### src/rtl/signal_pkg.sv
// Shared defaults for the signal input conditioner: debounce length and step divider.
package signal_pkg;

  localparam int DEB_CYCLES_DEF = 16;
  localparam int STEP_DIV_DEF   = 1000;

endpackage

### src/rtl/debounce_channel.sv
// One raw contact: 2-flop synchronizer followed by a consecutive-cycle debouncer.
module debounce_channel
  import signal_pkg::*;
#(
  parameter int DEB_CYCLES = DEB_CYCLES_DEF
) (
  input  logic Clk,
  input  logic Rst,
  input  logic Din,
  output logic Level,
  output logic Rise
);

  localparam int CntW = $clog2(DEB_CYCLES);
  localparam logic [CntW-1:0] CntLast = CntW'(DEB_CYCLES - 1);

  logic            syncMeta_q;
  logic            syncOut_q;
  logic            level_q;
  logic            level_d;
  logic [CntW-1:0] count_q;
  logic [CntW-1:0] count_d;
  logic            commit;

  // The counter only runs while the synced input disagrees with the level;
  // on the last count the level commits and the counter restarts from zero.
  always_comb begin
    level_d = level_q;
    count_d = '0;
    commit  = 1'b0;
    if (syncOut_q != level_q) begin
      if (count_q == CntLast) begin
        commit  = 1'b1;
        level_d = syncOut_q;
      end else begin
        count_d = count_q + 1'b1;
      end
    end
  end

  always_ff @(posedge Clk) begin
    if (!Rst) begin
      syncMeta_q <= 1'b0;
      syncOut_q  <= 1'b0;
      level_q    <= 1'b0;
      count_q    <= '0;
    end else begin
      syncMeta_q <= Din;
      syncOut_q  <= syncMeta_q;
      level_q    <= level_d;
      count_q    <= count_d;
    end
  end

  assign Level = level_q;
  assign Rise  = commit & syncOut_q;

endmodule

### src/rtl/signal_input_conditioner.sv
// Conditions the hazard button and lever contacts, latches the hazard request
// and generates the sequencer step tick.
module signal_input_conditioner
  import signal_pkg::*;
#(
  parameter int DEB_CYCLES = DEB_CYCLES_DEF,
  parameter int STEP_DIV   = STEP_DIV_DEF
) (
  input  logic Clk,
  input  logic Rst,
  input  logic EBtn,
  input  logic LIn,
  input  logic RIn,
  output logic E,
  output logic L,
  output logic R,
  output logic Tick
);

  localparam int DivW = $clog2(STEP_DIV);
  localparam logic [DivW-1:0] DivLast = DivW'(STEP_DIV - 1);

  logic            hazardLevel;
  logic            hazardRise;
  logic            leftLevel;
  logic            rightLevel;
  logic            unusedRiseL;
  logic            unusedRiseR;
  logic            eLatch_q;
  logic            eLatch_d;
  logic [DivW-1:0] divCount_q;
  logic [DivW-1:0] divCount_d;
  logic            tick_q;
  logic            tick_d;

  debounce_channel #(.DEB_CYCLES(DEB_CYCLES)) uHazard (
    .Clk  (Clk),
    .Rst  (Rst),
    .Din  (EBtn),
    .Level(hazardLevel),
    .Rise (hazardRise)
  );

  debounce_channel #(.DEB_CYCLES(DEB_CYCLES)) uLeft (
    .Clk  (Clk),
    .Rst  (Rst),
    .Din  (LIn),
    .Level(leftLevel),
    .Rise (unusedRiseL)
  );

  debounce_channel #(.DEB_CYCLES(DEB_CYCLES)) uRight (
    .Clk  (Clk),
    .Rst  (Rst),
    .Din  (RIn),
    .Level(rightLevel),
    .Rise (unusedRiseR)
  );

  // Hazard is push-on/push-off: only the press commit flips the latch.
  always_comb begin
    eLatch_d   = eLatch_q ^ hazardRise;
    tick_d     = (divCount_q == DivLast);
    divCount_d = tick_d ? '0 : divCount_q + 1'b1;
  end

  always_ff @(posedge Clk) begin
    if (!Rst) begin
      eLatch_q   <= 1'b0;
      divCount_q <= '0;
      tick_q     <= 1'b0;
    end else begin
      eLatch_q   <= eLatch_d;
      divCount_q <= divCount_d;
      tick_q     <= tick_d;
    end
  end

  assign E    = eLatch_q;
  assign L    = leftLevel;
  assign R    = rightLevel;
  assign Tick = tick_q;

  // hazardLevel is kept for visibility of the debounced button state.
  logic unusedHazardLevel;
  assign unusedHazardLevel = hazardLevel;

endmodule

### config.mk
export PLATFORM = sky130hd
export DESIGN_NAME = signal_input_conditioner
export DESIGN_NICKNAME = d
export VERILOG_FILES = /design/src/rtl/signal_pkg.sv /design/src/rtl/debounce_channel.sv /design/src/rtl/signal_input_conditioner.sv
export SDC_FILE = /design/constraint.sdc
export NUM_CORES = 1
export LEC_CHECK = 0
export ABC_AREA = 1
export CORE_MARGIN = 2
export CORE_UTILIZATION = 35
export CTS_CLUSTER_DIAMETER = 40
export DETAILED_ROUTE_END_ITERATION = 8
export HOLD_SLACK_MARGIN = 0.05
export SYNTH_ARGS = -nofsm -noshare
export SYNTH_HDL_FRONTEND = slang
export SYNTH_SLANG_ARGS = --single-unit
export TNS_END_PERCENT = 1
### constraint.sdc
create_clock -name Clk -period 1.2 [get_ports Clk]
set_clock_uncertainty 0.1 [all_clocks]
set_input_delay 0.24 -clock Clk [delete_from_list [all_inputs] [get_ports Clk]]
set_output_delay 0.24 -clock Clk [all_outputs]
set_load 0.02 [all_outputs]
# Word-level counts from Yosys, hierarchy flattened
# Index checks and enable logic that the tools add are counted.
# Widths: inputs -> output; s select.
# word_totals
mem_bits_ro	0
ram_bits	0
n_memories	0
in_bits	5
output_inout_bits	4
latch_bits	0
ff_bits	33
# classes
div	0
n_addsub	4
magnitude_cmp	0
shift	0
mul	0
n_mux	2
reduce_logical	7
n_eq_ne	7
bitwise_logic	6
# op_table
operator	n
$add 4x1->4 const B	3
$eq 4x4->1 const B	3
$add 10x1->10 const B	1
$eq 10x10->1 const B	1
$reduce_or 3->1	3
$reduce_and 2->1	3
$not 1->1	4
$ne 1x1->1	3
$mux 1	2
$reduce_or 2->1	1
$and 1x1->1	1
$xor 1x1->1	1

# Depth between registers and ports, before layout
# Gate-level depths: netlist (run 1).
# logic_depth
depth_word	5
ltp_mapped	6
ltp_nobuf	6

# Cells and area by module
# A second synthesis (run 1) with hierarchy kept.
# hier_totals
hier_cells	171
area_unflattened_um2	1323.8
# by_module_without_submodules
mod	area_each_um2	cells_per_inst	n_inst
debounce_channel	271.5	35	3
signal_input_conditioner	509.2	66	1

# Least setup slack after synthesis (run 1)
# OpenSTA, ideal clock, no wires.
# synth_path
path_kind	register to register
from	reg divCount_q[0]
to	reg divCount_q[6]
slack_ps	42
arrival_time_ps	937
stages_incl_launch_ff	7
synth_period_minus_slack_ps	1158
setup_time_ps	122
path_cell_list	dfxtp_1 > ha_1 > nand2_1 > inv_1 > nand2_1 > o21ai_0 > a21oi_1
# synth_between
elab_chain_len	2
elab_cells_between_ends	3
# synth_lines
item	line	text
start: declaration	signal_input_conditioner.sv:31	logic [DivW-1:0] divCount_q;
start signal: assignment	signal_input_conditioner.sv:74	divCount_q <= divCount_d;
branches (longest 2 deep; another with $add 10x1->10)	-	
# Parallel ways; which one is timed is not known.
# A chain may end at the register's enable or synchronous reset.

# Worst setup path after layout (run 1)
# layout_path
from	reg uRight.level_q, in the netlist uRight.Level
to	out R
# layout_rtl
item	line	text
start: declaration	debounce_channel.sv:19	logic level_q;
start signal: assignment	debounce_channel.sv:50	level_q <= level_d;
end: declaration	signal_input_conditioner.sv:16	output logic R,
# No word-level cell between the ends.

==> results of run 1 <==
cell usage after synthesis, drive strengths merged:
cell type	number	area, um^2
a21oi	8	40.0
buf	1	7.51
dfxtp	33	661
ha	4	50.1
inv	21	78.8
nand2	25	101
nand3	13	75.1
nand3b	1	7.51
nand4	1	6.26
nor2	26	115
nor3	1	5.00
o211ai	1	7.51
o21ai	4	20.0
xnor2	5	43.8
xor2	6	52.6
final cells by class:
class                           count  share of cell area, %
Clock inverter                      1                  0.302
Timing Repair Buffer               22                   10.8
Clock buffer                        7                   3.92
Tap cell                           46                   3.47
Sequential cell                    33                   40.7
Inverter                           21                   4.75
Multi-Input combinational cell     96                   36.1
where the power goes:
| part | internal, mW | switching (mW) |
|---|---|---|
| logic | 0.0493 | 0.0447 |
| registers | 1.12 | 0.0160 |
| clock network | 0.339 | 0.357 |
timing repair:
item | CTS | global route
cloned | 0 | 1
gates resized for setup | 21 | 26
hold endpoints to repair | 0 | 0
pin swaps | 0 | 4
setup endpoints to repair | 14 | 24
path summary, 6_finish.rpt:
| check | depth (start not counted) | slack [ps] | to | from |
|---|---|---|---|---|
| max | 1 | 50 | R | uRight.Level$_SDFFE_PN0P_ |
| min | 2 | 320 | uLeft.syncOut_q$_SDFF_PN0_ | uLeft.syncMeta_q$_SDFF_PN0_ |
| max reg2reg | 4 | 50 | uLeft.count_q[2]$_SDFF_PP0_ | uLeft.count_q[0]$_SDFF_PP0_ |
| min reg2reg | 2 | 320 | uLeft.syncOut_q$_SDFF_PN0_ | uLeft.syncMeta_q$_SDFF_PN0_ |
cell families after synthesis:
group                    count (synthesis)  synth area share (%)
flip-flops                              33                  52.0
buffers and inverters                   22                  6.79
adder cells (fa/ha/maj)                  4                  3.94
XOR/XNOR                                11                  7.58
AO/OA/AOI/OAI                           13                  5.32
AND/OR/NAND/NOR                         67                  24.4
layer usage:
| metal | vias up | wire length [um] | track usage, % |
|---|---|---|---|
| li1 | 531 | - | - |
| met1 | 486 | 960 | 12.0 |
| met2 | 15 | 1220 | 22.4 |
| met3 | 2 | 103 | 7.39 |
| met4 | 0 | 8 | 3.19 |
| met5 | - | 0 | 0 |
state kept, by name, summed over array words and instances (netlist names):
name,count
uLeft.count_q,4
uLeft.syncMeta_q,1
Tick,1
uRight.count_q,4
E,1
uLeft.syncOut_q,1
uRight.syncOut_q,1
divCount_q,10
uRight.Level,1
uHazard.count_q,4
uRight.syncMeta_q,1
uHazard.syncOut_q,1
uLeft.Level,1
uHazard.syncMeta_q,1
uHazard.Level,1
metrics by stage:
step	util [%]	hold WS, ps	TNS [ps]
after floorplan	-	238	0
after global placement	44.1	300	-2640
after detailed placement	44.1	302	-3610
after CTS	45.9	317	0
after global routing	48.5	321	-32.3
final	48.5	320	0
==> results.tsv, run 1 <==
stage	metric	value	unit
status	outcome	finished clean	
clock_tree	later-pin clock latency in the skew report	320	ps
route	Detailed Routing Iterations Pass 1	4	
placement	Placement Setup Slack	-179	ps
global_routing	number of global-route vias before repair	945	
floorplanning	Die X	64.3	um
worst_setup_path	CP endpoint kind	primary output	
global_routing	largest net degree at the start of global routing	11	
global_routing	initial antenna violation count	0	
clock_tree	Num CTS Buffers	5	
final_layout	most frequent cells in the layout	nand2_1 (23), dfxtp_1 (22), inv_1 (19), nor2_1 (19), buf_4 (17)	
clock_tree	CTS max path bufs	2	
floorplanning	die area	4130	um^2
timing	Slew headroom	77.1	%
route	DRT Wirelength	2290	um
final_layout	Multi-input gate area	598	um^2
final_layout	design area	1660	um^2
clock_tree	clock slew at reported path FFs	100	ps
floorplanning	num rows	21	
worst_setup_path	slowest CP cell	dfxtp_1	
final_layout	area growth from synthesis to layout	30.4	%
final_layout	Sequential Area	674	um^2
yosys	sequential area share after synthesis	52.0	%
yosys	library cells used by synthesis	20	
worst_setup_path	CP Buf/Inv Count	1	
worst_setup_path	worst-path cell chain	buf_4	
timing	fin crit share	96.0	%
timing	Setup-failing EPs final	0	
power	Pwr Density	1160	nW/um^2
floorplanning	core area	3420	um^2
clock_tree	CTS tree	done	
clock_tree	clock root buffer	clkbuf_4	
worst_setup_path	Setup CP Type	flip-flop to primary output	
global_routing	global router's overall resource usage	12.5	%
yosys	cell count after synthesis	150	
route	DRC viols	0	
route	via count	1034	
floorplanning	I/O pin total	9	
placement	DP Wirelength	1720	um
clock_tree	Max H-tree Level	2	
yosys	Post-Syn Area per Cell	8.47	um^2
placement	RePlAce Congestion	0.734	
floorplanning	initial cell density of the core	37.2	%
worst_setup_path	Crit path max-delay family	flip-flops	
placement	PortBufs	8	
final_layout	layout cells sized above 1	30.6	%
placement	DP Area	1510	um^2
final_layout	FILL cells	326	
route	post-DR wirelength/cell	10.1	um
worst_setup_path	worst-path fanout max	2	
timing	Final WS setup	47.5	ps
timing	RSZ-0062 raised after global routing	true	
final_layout	commonest non-fill, non-tap cell in the layout	nand2_1	
worst_setup_path	startpoint types	flip-flop	
power	leakage power	0.670	nW
timing	final hold vios	0	
yosys	Yosys reg bits	33	
clock_tree	Setup Buffers After CTS	0	
floorplanning	die height	64.3	um
yosys	Ys Warns	0	
final_layout	non-filler instance count after layout	226	
route	Antenna Nets Post-Route	0	
final_layout	n_diodes	0	
job	max_cap viols	0	
worst_hold_path	Hold WC Path Type	flip-flop to flip-flop	
global_routing	total grt overflow	0	
clock_tree	Clock Sinks	33	
route	vias per inst	4.58	
power	Pwr Total	1.92	mW
placement	number of cells after detailed placement	217	
yosys	Net Count, Synth	159	
timing	min Tclk post-route	1150	ps
timing	Worst-Margin Slew	343	ps
yosys	mapped cell area	1270	um^2
worst_setup_path	Crit path largest cell delay	350	ps
timing	Achievable Freq	868	MHz
worst_setup_path	Data arrival, critical path	810	ps
timing	max-slew violation count	0	
global_routing	first-pass GRT wire length	3830	um
route	drt initial violations	18	
worst_setup_path	Worst Path Required	860	ps
power	Peak VDD IR	793	uV
clock_tree	hold_buf cts	0	
final_layout	Nets	188	
No activity file was read; power rests on OpenSTA's default activity.
==> inputs of run 2 (changes only) <==
--- a/config.mk
+++ b/config.mk
@@ -8,6 +8,7 @@
 export ABC_AREA = 1
 export CORE_MARGIN = 2
 export CORE_UTILIZATION = 35
+export CTS_BUF_LIST = sky130_fd_sc_hd__clkbuf_4
 export CTS_CLUSTER_DIAMETER = 40
 export DETAILED_ROUTE_END_ITERATION = 8
 export HOLD_SLACK_MARGIN = 0.05
==> run 2 against run 1 <==
Effect of this change: core utilization fell by 0.40 points; hold slack hardly changed; sequential share of layout area increased by 0.49 points; sequential cell count stayed put; die area unchanged; final cell count did not move; clock-buffer cell count fell by 2; largest power group unchanged; critical path depth did not move; non-clock buffer count unchanged.
==> results.tsv, run 2 (same netlist as run 1, synthesis figures left out) <==
stage	metric	value	unit	change
worst_setup_path	worst reg-to-reg path cell count	6		was 4
clock_tree	clock root buffer	clkbuf_4		unchanged
global_routing	first-pass GRT wire length	3890	um	was 3830 um
floorplanning	die height	64.3	um	unchanged
global_routing	initial antenna violation count	0		unchanged
placement	number of cells after detailed placement	217		unchanged
final_layout	most frequent cells in the layout	nand2_1 (23), dfxtp_1 (20), inv_1 (19), nor2_1 (19), buf_4 (16)		was nand2_1 (23), dfxtp_1 (22), inv_1 (19), nor2_1 (19), buf_4 (17)
worst_setup_path	critical path startpoint	uRight.Level$_SDFFE_PN0P_		unchanged
job	max_cap viols	0		unchanged
final_layout	Multi-input gate area	598	um^2	unchanged
final_layout	Nets	188		unchanged
final_layout	FILL cells	335		was 326
global_routing	largest net degree at the start of global routing	11		unchanged
route	via count	1038		was 1034
route	post-DR wirelength/cell	10.5	um	was 10.1 um
clock_tree	Clock Sinks	33		unchanged
worst_setup_path	critical path depth	1		unchanged
final_layout	area growth from synthesis to layout	29.3	%	was 30.4%
worst_hold_path	hold_sp	uLeft.syncMeta_q$_SDFF_PN0_		unchanged
clock_tree	CTS tree	done		unchanged
worst_setup_path	Data arrival, critical path	820	ps	was 810 ps
power	Gate power share	5.3	%	was 4.9%
route	drt initial violations	15		was 18
timing	Worst-Margin Slew	327	ps	was 343 ps
timing	fin crit share	96.3	%	was 96.0%
route	Antenna Nets Post-Route	0		unchanged
final_layout	Top reg by flops	divCount_q		unchanged
status	outcome	finished clean		unchanged
power	Pwr Density	1100	nW/um^2	was 1160 nW/um^2
worst_setup_path	worst-path fanout max	2		unchanged
timing	Setup-failing EPs final	0		unchanged
worst_setup_path	Reg2Reg Setup Slack	50	ps	about the same
worst_setup_path	worst-path cell chain	buf_4		unchanged
timing	Slew headroom	78.1	%	was 77.1%
placement	PortBufs	8		unchanged
timing	min Tclk post-route	1160	ps	was 1150 ps
clock_tree	clock slew at reported path FFs	100	ps	about the same
route	vias per inst	4.59		was 4.58
power	net switching power	0.424	mW	was 0.418 mW
worst_setup_path	Crit path max-delay family	flip-flops		unchanged
worst_setup_path	CP endpoint	R		unchanged
worst_hold_path	Hold WC Path Type	flip-flop to flip-flop		unchanged
power	Reg power frac	62.9	%	was 58.9%
timing	setup_tns	0	ps	unchanged
worst_setup_path	slowest CP cell	dfxtp_1		unchanged
power	clock power share	31.8	%	was 36.2%
timing	RSZ-0062 raised after global routing	true		unchanged
power	leakage power	0.660	nW	was 0.670 nW
power	Internal	1.38	mW	was 1.51 mW
final_layout	Final Core Density	48.1	%	was 48.5%
placement	DP Wirelength	1720	um	unchanged
worst_setup_path	Crit path largest cell delay	350	ps	about the same
worst_setup_path	CP Buf/Inv Count	1		unchanged
final_layout	Sequential Area	677	um^2	was 674 um^2
floorplanning	core area	3420	um^2	unchanged
timing	max-slew violation count	0		unchanged
final_layout	layout cells sized above 1	30.6	%	unchanged
final_layout	commonest non-fill, non-tap cell in the layout	nand2_1		unchanged
worst_setup_path	Reg-to-Reg Start	divCount_q[0]$_SDFF_PP0_		was uLeft.count_q[0]$_SDFF_PP0_
timing	hold slack	320	ps	about the same
final_layout	non-filler instance count after layout	226		unchanged
worst_setup_path	CP endpoint kind	primary output		unchanged
clock_tree	Setup Buffers After CTS	0		unchanged
route	DRC viols	0		unchanged
timing	final hold vios	0		unchanged
floorplanning	Die X	64.3	um	unchanged
placement	RePlAce Congestion	0.734		unchanged
timing	Achievable Freq	865	MHz	was 868 MHz
floorplanning	initial cell density of the core	37.2	%	unchanged
clock_tree	Max H-tree Level	2		unchanged
power	Peak VDD IR	684	uV	was 793 uV
floorplanning	num rows	21		unchanged
global_routing	number of global-route vias before repair	955		was 945
global_routing	global router's overall resource usage	12.8	%	was 12.5%
route	DRT Wirelength	2380	um	was 2290 um
clock_tree	CTS max path bufs	2		unchanged
power	switch share	23.5	%	was 21.7%
final_layout	Largest register FFs	10		unchanged
route	Detailed Routing Iterations Pass 1	4		unchanged
worst_setup_path	R2R Path End	divCount_q[7]$_SDFF_PP0_		was uLeft.count_q[2]$_SDFF_PP0_
worst_setup_path	Setup CP Type	flip-flop to primary output		unchanged
clock_tree	later-pin clock latency in the skew report	330	ps	was 320 ps
clock_tree	hold_buf cts	0		unchanged
floorplanning	I/O pin total	9		unchanged
clock_tree	Num CTS Buffers	5		unchanged
global_routing	total grt overflow	0		unchanged
final_layout	n_diodes	0		unchanged
worst_setup_path	startpoint types	flip-flop		unchanged
floorplanning	die area	4130	um^2	unchanged
worst_setup_path	Worst Path Required	860	ps	about the same
==> run 2: metrics by stage <==
step	worst slack, ps	power, mW	area (um^2)
floorplan	41.6	1.19	1270
global placement	-132	1.24	1510
detailed placement	-179	1.24	1510
CTS	0.00350	1.81	1550
global route	-24.0	1.92	1640
finish	44.1	1.80	1640
==> run 2: area by class of cell <==
| type | count | area share (%) |
|---|---|---|
| multi-input cells | 96 | 36.4 |
| repair buffers | 22 | 11.1 |
| clock buffers | 5 | 2.28 |
| clock inverters | 3 | 0.761 |
| flip-flops and latches | 33 | 41.2 |
| well taps | 46 | 3.50 |
| inverters | 21 | 4.79 |
==> run 2: worst min-delay path by stage <==
| stage | end | slack [ps] | cells after the start |
|---|---|---|---|
| after floorplan | uHazard.syncMeta_q$_SDFF_PN0_ | 240 | 2 |
| after global placement | uLeft.syncOut_q$_SDFF_PN0_ | 300 | 2 |
| after detailed placement | uLeft.syncOut_q$_SDFF_PN0_ | 300 | 2 |
| after CTS | uHazard.syncMeta_q$_SDFF_PN0_ | 310 | 3 |
| after global routing | uRight.syncMeta_q$_SDFF_PN0_ | 320 | 3 |
| final | uLeft.syncOut_q$_SDFF_PN0_ | 320 | 2 |
==> run 2: metal layers <==
| layer | vias to the layer above | part of all wire (%) | wire, um | global-route usage, % |
|---|---|---|---|---|
| li1 | 531 | - | - | - |
| met3 | 5 | 4.9 | 117 | 7.39 |
| met5 | - | 0 | 0 | 0 |
| met1 | 486 | 40 | 950 | 12.1 |
| met4 | 0 | 1.4 | 33 | 3.99 |
| met2 | 16 | 54 | 1280 | 23.0 |
==> run 2: power groups by stage <==
stage	sequential, mW	clock (mW)	combinational (mW)
6_report	1.13	0.573	0.0954
4_1_cts	1.13	0.600	0.0875
3_5_place_dp	1.15	0	0.0861
5_1_grt	1.14	0.669	0.112
3_3_place_gp	1.15	0	0.0841
2_1_floorplan	1.15	0	0.0416
==> run 2: timing repair <==
| action | in CTS | in global routing |
|---|---|---|
| gates cloned | 0 | 1 |
| pin swaps | 0 | 4 |
| setup endpoints to repair | 14 | 24 |
| endpoints found under the hold margin | 0 | 0 |
| gates resized for setup | 24 | 26 |
